==> src/rtl/gpio_apb_bridge.sv <==
// gpio_apb_bridge: APB3 slave in front of the GPIO register block.
// It turns bus transfers into single-cycle gpio_we/gpio_re strobes.
// It also provides a local SCRATCH register and a STATUS register
// holding the write and error counters.
// Optional build macro: GPIO_BRIDGE_SHADOW_EN. When it is defined,
// DATA reads are served from a local shadow of the last DATA write
// and the GPIO read strobe is never issued.
module gpio_apb_bridge #(
  parameter int unsigned ADDR_W      = 12,
  parameter logic [15:0] ERR_CNT_MAX = 16'hFFFF
) (
  input  logic              clk,
  input  logic              reset,
  input  logic              psel,
  input  logic              penable,
  input  logic              pwrite,
  input  logic [ADDR_W-1:0] paddr,
  input  logic [31:0]       pwdata,
  output logic [31:0]       prdata,
  output logic              pready,
  output logic              pslverr,
  output logic              gpio_we,
  output logic              gpio_re,
  output logic [31:0]       gpio_wdata,
  input  logic [31:0]       gpio_rdata
);

  typedef enum logic [2:0] {IDLE, WR, RD, CAP, DONE} state_t;

  state_t      state;
  logic [31:0] scratch;
  logic [15:0] wr_cnt;
  logic [15:0] err_cnt;
  logic        err_flag;
`ifdef GPIO_BRIDGE_SHADOW_EN
  logic [31:0] shadow;
`endif

  logic access;
  logic hit_data;
  logic hit_status;
  logic hit_scratch;

  // Address decode. The full offset must match, so misaligned and out-of-map addresses fall through to the error path.
  assign access      = psel & penable;
  assign hit_data    = (paddr == ADDR_W'(0));
  assign hit_status  = (paddr == ADDR_W'(4));
  assign hit_scratch = (paddr == ADDR_W'(8));

  // Single transfer FSM. All bus and GPIO outputs are registered alongside the state.
  always_ff @(posedge clk) begin
    if (!reset) begin
      state      <= IDLE;
      prdata     <= 32'h0;
      gpio_wdata <= 32'h0;
      scratch    <= 32'h0;
      wr_cnt     <= 16'h0;
      err_cnt    <= 16'h0;
      err_flag   <= 1'b0;
      pready     <= 1'b0;
      pslverr    <= 1'b0;
      gpio_we    <= 1'b0;
      gpio_re    <= 1'b0;
`ifdef GPIO_BRIDGE_SHADOW_EN
      shadow     <= 32'h0;
`endif
    end else begin
      case (state)
        IDLE: begin
          if (access) begin
            if (hit_data && pwrite) begin
              gpio_wdata <= pwdata;
              gpio_we    <= 1'b1;
`ifdef GPIO_BRIDGE_SHADOW_EN
              shadow     <= pwdata;
`endif
              state      <= WR;
            end else if (hit_data) begin
`ifdef GPIO_BRIDGE_SHADOW_EN
              prdata  <= shadow;
              pready  <= 1'b1;
              state   <= DONE;
`else
              gpio_re <= 1'b1;
              state   <= RD;
`endif
            end else if (hit_scratch) begin
              if (pwrite) begin
                scratch <= pwdata;
              end else begin
                prdata <= scratch;
              end
              pready <= 1'b1;
              state  <= DONE;
            end else if (hit_status && !pwrite) begin
              prdata <= {err_cnt, wr_cnt};
              pready <= 1'b1;
              state  <= DONE;
            end else begin
              prdata   <= 32'h0;
              err_flag <= 1'b1;
              pslverr  <= 1'b1;
              pready   <= 1'b1;
              state    <= DONE;
            end
          end
        end
        WR: begin
          gpio_we <= 1'b0;
          wr_cnt  <= wr_cnt + 16'd1;
          pready  <= 1'b1;
          state   <= DONE;
        end
        RD: begin
          gpio_re <= 1'b0;
          state   <= CAP;
        end
        CAP: begin
          prdata <= gpio_rdata;
          pready <= 1'b1;
          state  <= DONE;
        end
        DONE: begin
          pready  <= 1'b0;
          pslverr <= 1'b0;
          if (err_flag && (err_cnt != ERR_CNT_MAX)) begin
            err_cnt <= err_cnt + 16'd1;
          end
          err_flag <= 1'b0;
          state    <= IDLE;
        end
        default: begin
          pready  <= 1'b0;
          pslverr <= 1'b0;
          gpio_we <= 1'b0;
          gpio_re <= 1'b0;
          state   <= IDLE;
        end
      endcase
    end
  end

endmodule

==> config.mk <==
export PLATFORM = sky130hd
export DESIGN_NAME = gpio_apb_bridge
export DESIGN_NICKNAME = d
export VERILOG_FILES = /design/src/rtl/gpio_apb_bridge.sv
export SDC_FILE = /design/constraint.sdc
export NUM_CORES = 1
export LEC_CHECK = 0
export CAP_MARGIN = 20
export CORE_MARGIN = 4
export CORE_UTILIZATION = 50
export DETAILED_ROUTE_END_ITERATION = 6
export PLACE_DENSITY = 0.77
export SETUP_SLACK_MARGIN = 0.05
export SYNTH_ARGS = -nofsm -noshare
export SYNTH_HDL_FRONTEND = slang
export SYNTH_SLANG_ARGS = --single-unit
==> constraint.sdc <==
create_clock -name clk -period 2.4 [get_ports clk]
set_clock_uncertainty 0.1 [all_clocks]
set_input_delay 0.24 -clock clk [delete_from_list [all_inputs] [get_ports clk]]
set_output_delay 0.24 -clock clk [all_outputs]
set_load 0.03 [all_outputs]
==> impl_metrics.json, run 1 <==
{
  "pwr-share-clk_pct": 50.8,
  "dp_hpwl_um": 12100,
  "drive_gt1_share_pct": 9.18,
  "ant_nets": 0,
  "p_leak_nw": 2.89,
  "ctsResizeCount": 0,
  "worst_setup_path_start_kind": "flop",
  "synth_edf_count": 0,
  "fin_nets": 920,
  "dr.pass1.iters": 5,
  "maxCapViolCount": 0,
  "worst_slew_pin_slew_ps": 1060,
  "drt-initial-drc-count": 541,
  "min_to": "gpio_we",
  "cts_hold_buf": 0,
  "worst_hold_slack_ps": 37.1,
  "diodes": 0,
  "drc": 0,
  "yosysUniqueCellTypes": 57,
  "r2r_start": "state[0]",
  "clock_sinks": 136,
  "switchingPower_mw": 1.19,
  "area_growth_pct": 36.9,
  "rsz0062_at_grt": "false",
  "p_int_mw": 4.06,
  "worstPathArrival_ps": 2370,
  "hold_violations": 0,
  "stdcell_count": 1018,
  "synth_ff_type": "dfxtp_1",
  "num_vias": 5902,
  "p_seq_share_pct": 43.2,
  "yosys.area.top_type": "dfxtp_1",
  "start_util_pct": 51.6,
  "cts_tree": "built",
  "ctsHtreeMaxLevel": 4,
  "avgViaCountPerCell": 5.80,
  "clock_path_buffers": 2,
  "dieHeight_um": 120,
  "dp_cells": 986,
  "crit_fanout": 22,
  "post-route-min-period_ps": 2150,
  "relSlewSlack_pct": 29.3,
  "tns_ps": 0,
  "grt_max_degree": 72,
  "grt_usage_pct": 24.7,
  "cp_top_family": "simple AND/OR/NAND/NOR gates",
  "outcome": "finished, final reports clean",
  "synth_top_family_by_area": "simple AND/OR/NAND/NOR gates",
  "synth_seq_cells": 136,
  "synth_xor_area_share_pct": 1.12,
  "routed_wl_um": 17800,
  "die-area_mm2": 0.0144,
  "yosys.area_share.simple_pct": 19.2,
  "grt_pass1_vias": 5845,
  "hp-class": "in -> reg",
  "rows": 40,
  "hold_depth": 2,
  "yosys_warnings": 0,
  "power_density_mw_per_mm2": 611,
  "min_from": "reset",
  "ff2ff_path_depth": 4,
  "yosysTopAreaCellShare_pct": 43.4,
  "core_area_mm2": 0.0122,
  "multiInputGateArea_mm2": 0.00322,
  "synth_mux_area_share_pct": 11.8,
  "worst_skew_pair.late_latency_ps": 420,
  "comb_power_share_pct": 6.1,
  "synth-async-reset-ratio_pct": 0,
  "die_x_um": 120,
  "synth-compound-area-share_pct": 18.5,
  "drv_slew": 0,
  "netlist_top_cells_count": "nand2_1, dfxtp_1, mux2i_1",
  "synth_nets": 786,
  "path_buf_inv": 0,
  "wl_per_cell_um": 17.5,
  "cts_setup_buffers": 0,
  "slowest_delay_ps": 810,
  "ios": 149,
  "sw_frac_of_total_pct": 22.6,
  "numCtsBuffers": 17,
  "synth_cells": 703,
  "regArea_mm2": 0.00272,
  "fillers": 958,
  "cp-startpoint": "state[0]",
  "path_class": "reg -> reg",
  "synth.avg_cell_area_um2": 8.92,
  "worstPathRequired_ps": 2620,
  "path_cells": "and3b_1, nor2_2, nand2_1, o21ai_0",
  "ir_drop_mv": 0.380,
  "routabilityCongestion": 0.867,
  "fmax_ghz": 0.464,
  "crit_path_end_kind": "flop",
  "r2r_setup_slack_ps": 250,
  "synthTopCellsByArea": "dfxtp_1, mux2i_1, nand2_1, a22o_1, a32oi_1",
  "cts-root-buf": "clkbuf_16",
  "synth_area_mm2": 0.00627,
  "grt_overflow": 0,
  "grt_pass1_wl_um": 28700,
  "synth_most_common_cell": "nand2_1",
  "setup_violations": 0,
  "portBuffers": 148,
  "clk_pin_slew_ps": 60,
  "yosysSeqAreaShare_pct": 43.4,
  "slowest_stage": "nor2_2",
  "synth_fa_ha_area_share_pct": 0.399,
  "antenna_found_initial": 0,
  "reg2reg_to": "prdata[17]",
  "min_period_over_period_pct": 89.8
}
[how the worst max path moves through the flow]
| stage | to | slack (ps) | cells after the start |
|---|---|---|---|
| after floorplan | err_cnt[14] | 670 | 5 |
| after global placement | gpio_wdata[15] | 180 | 7 |
| after detailed placement | gpio_wdata[18] | 60 | 7 |
| after CTS | prdata[17] | 290 | 4 |
| after global routing | prdata[17] | 140 | 4 |
| final | prdata[17] | 250 | 4 |
[placed cells by master, fill, tap and decap left out, drive strengths merged, types with 2 or more instances in the layout]
cell / n
mux2i: 74
o21ai: 29
a32oi: 22
or4: 7
and4: 5
buf: 25
nand2b: 10
a41oi: 2
and2: 3
clkinv: 3
nor3b: 3
clkdlybuf4s50: 147
o211a: 2
nand3: 15
a221oi: 20
nor2: 18
ha: 2
xor2: 7
or2: 2
a22o: 22
a211oi: 4
and4bb: 2
a21oi: 19
bufinv: 3
and3: 4
inv: 31
nor2b: 6
o32ai: 10
or3: 7
clkinvlp: 5
o221a: 2
nor3: 4
dfxtp: 136
nand4: 8
nor4: 5
o31ai: 16
clkbuf: 18
nand2: 142
[worst reg2reg max path, stage by stage, from the launching register on]
cell,delay (ps)
dfxtp_1,420
and3b_1,260
nor2_2,810
nand2_1,190
o21ai_0,280
[power by group through the flow]
stage | Combinational [mW] | Clock, mW | Sequential [mW]
floorplan | 0.122 | 0 | 2.32
global placement | 0.306 | 0 | 2.32
detailed placement | 0.313 | 0 | 2.32
CTS | 0.317 | 2.68 | 2.27
global route | 0.341 | 2.77 | 2.27
finish | 0.318 | 2.66 | 2.27
[sequential cells by signal (all words and copies together), names as in the netlist]
name / cells
gpio_we: 1
gpio_wdata: 32
err_cnt: 16
pslverr: 1
prdata: 32
err_flag: 1
state: 3
wr_cnt: 16
pready: 1
gpio_re: 1
scratch: 32
[cell type report]
type | count | area share [%]
repair buffers | 172 | 20.1
multi-input cells | 482 | 37.5
clock inverters | 14 | 2.01
flip-flops and latches | 136 | 31.7
well taps | 168 | 2.45
clock buffers | 18 | 5.00
inverters | 28 | 1.22
[metal layers]
| metal | vias to the layer above | wire length, µm | global-route usage (%) |
|---|---|---|---|
| li1 | 2824 | - | - |
| met1 | 2822 | 7580 | 30.7 |
| met2 | 221 | 8610 | 41.4 |
| met3 | 35 | 1170 | 5.61 |
| met4 | 0 | 411 | 9.59 |
| met5 | - | 0 | 0 |
[cell families after synthesis]
family / after synthesis
AOI/OAI and AO/OA: 155
xor gates and xnor gates: 8
adders and majority gates: 2
buffers and inverters: 85
DFF: 136
muxes: 74
and+or+nand+nor: 243
[stage by stage]
step | utilization (%) | worst slack [ps] | cell area [µm²] | total power [mW]
final | 70.6 | 246 | 8580 | 5.25
after global routing | 70.6 | 140 | 8580 | 5.38
after CTS | 70.6 | 295 | 8580 | 5.27
after detailed placement | 65.6 | 56.3 | 7980 | 2.63
after global placement | 65.6 | 185 | 7980 | 2.62
after floorplan | - | 674 | 6270 | 2.44
Note: power is estimated with default switching activity, not from simulation.
==> inputs of run 2 (changes only) <==
--- a/config.mk
+++ b/config.mk
@@ -11,6 +11,7 @@
 export DETAILED_ROUTE_END_ITERATION = 6
 export PLACE_DENSITY = 0.77
 export SETUP_SLACK_MARGIN = 0.05
+export SKIP_CTS_REPAIR_TIMING = 1
 export SYNTH_ARGS = -nofsm -noshare
 export SYNTH_HDL_FRONTEND = slang
 export SYNTH_SLANG_ARGS = --single-unit
==> results of run 2 <==
Final layout, timing and power as in run 1 (identical DEF).
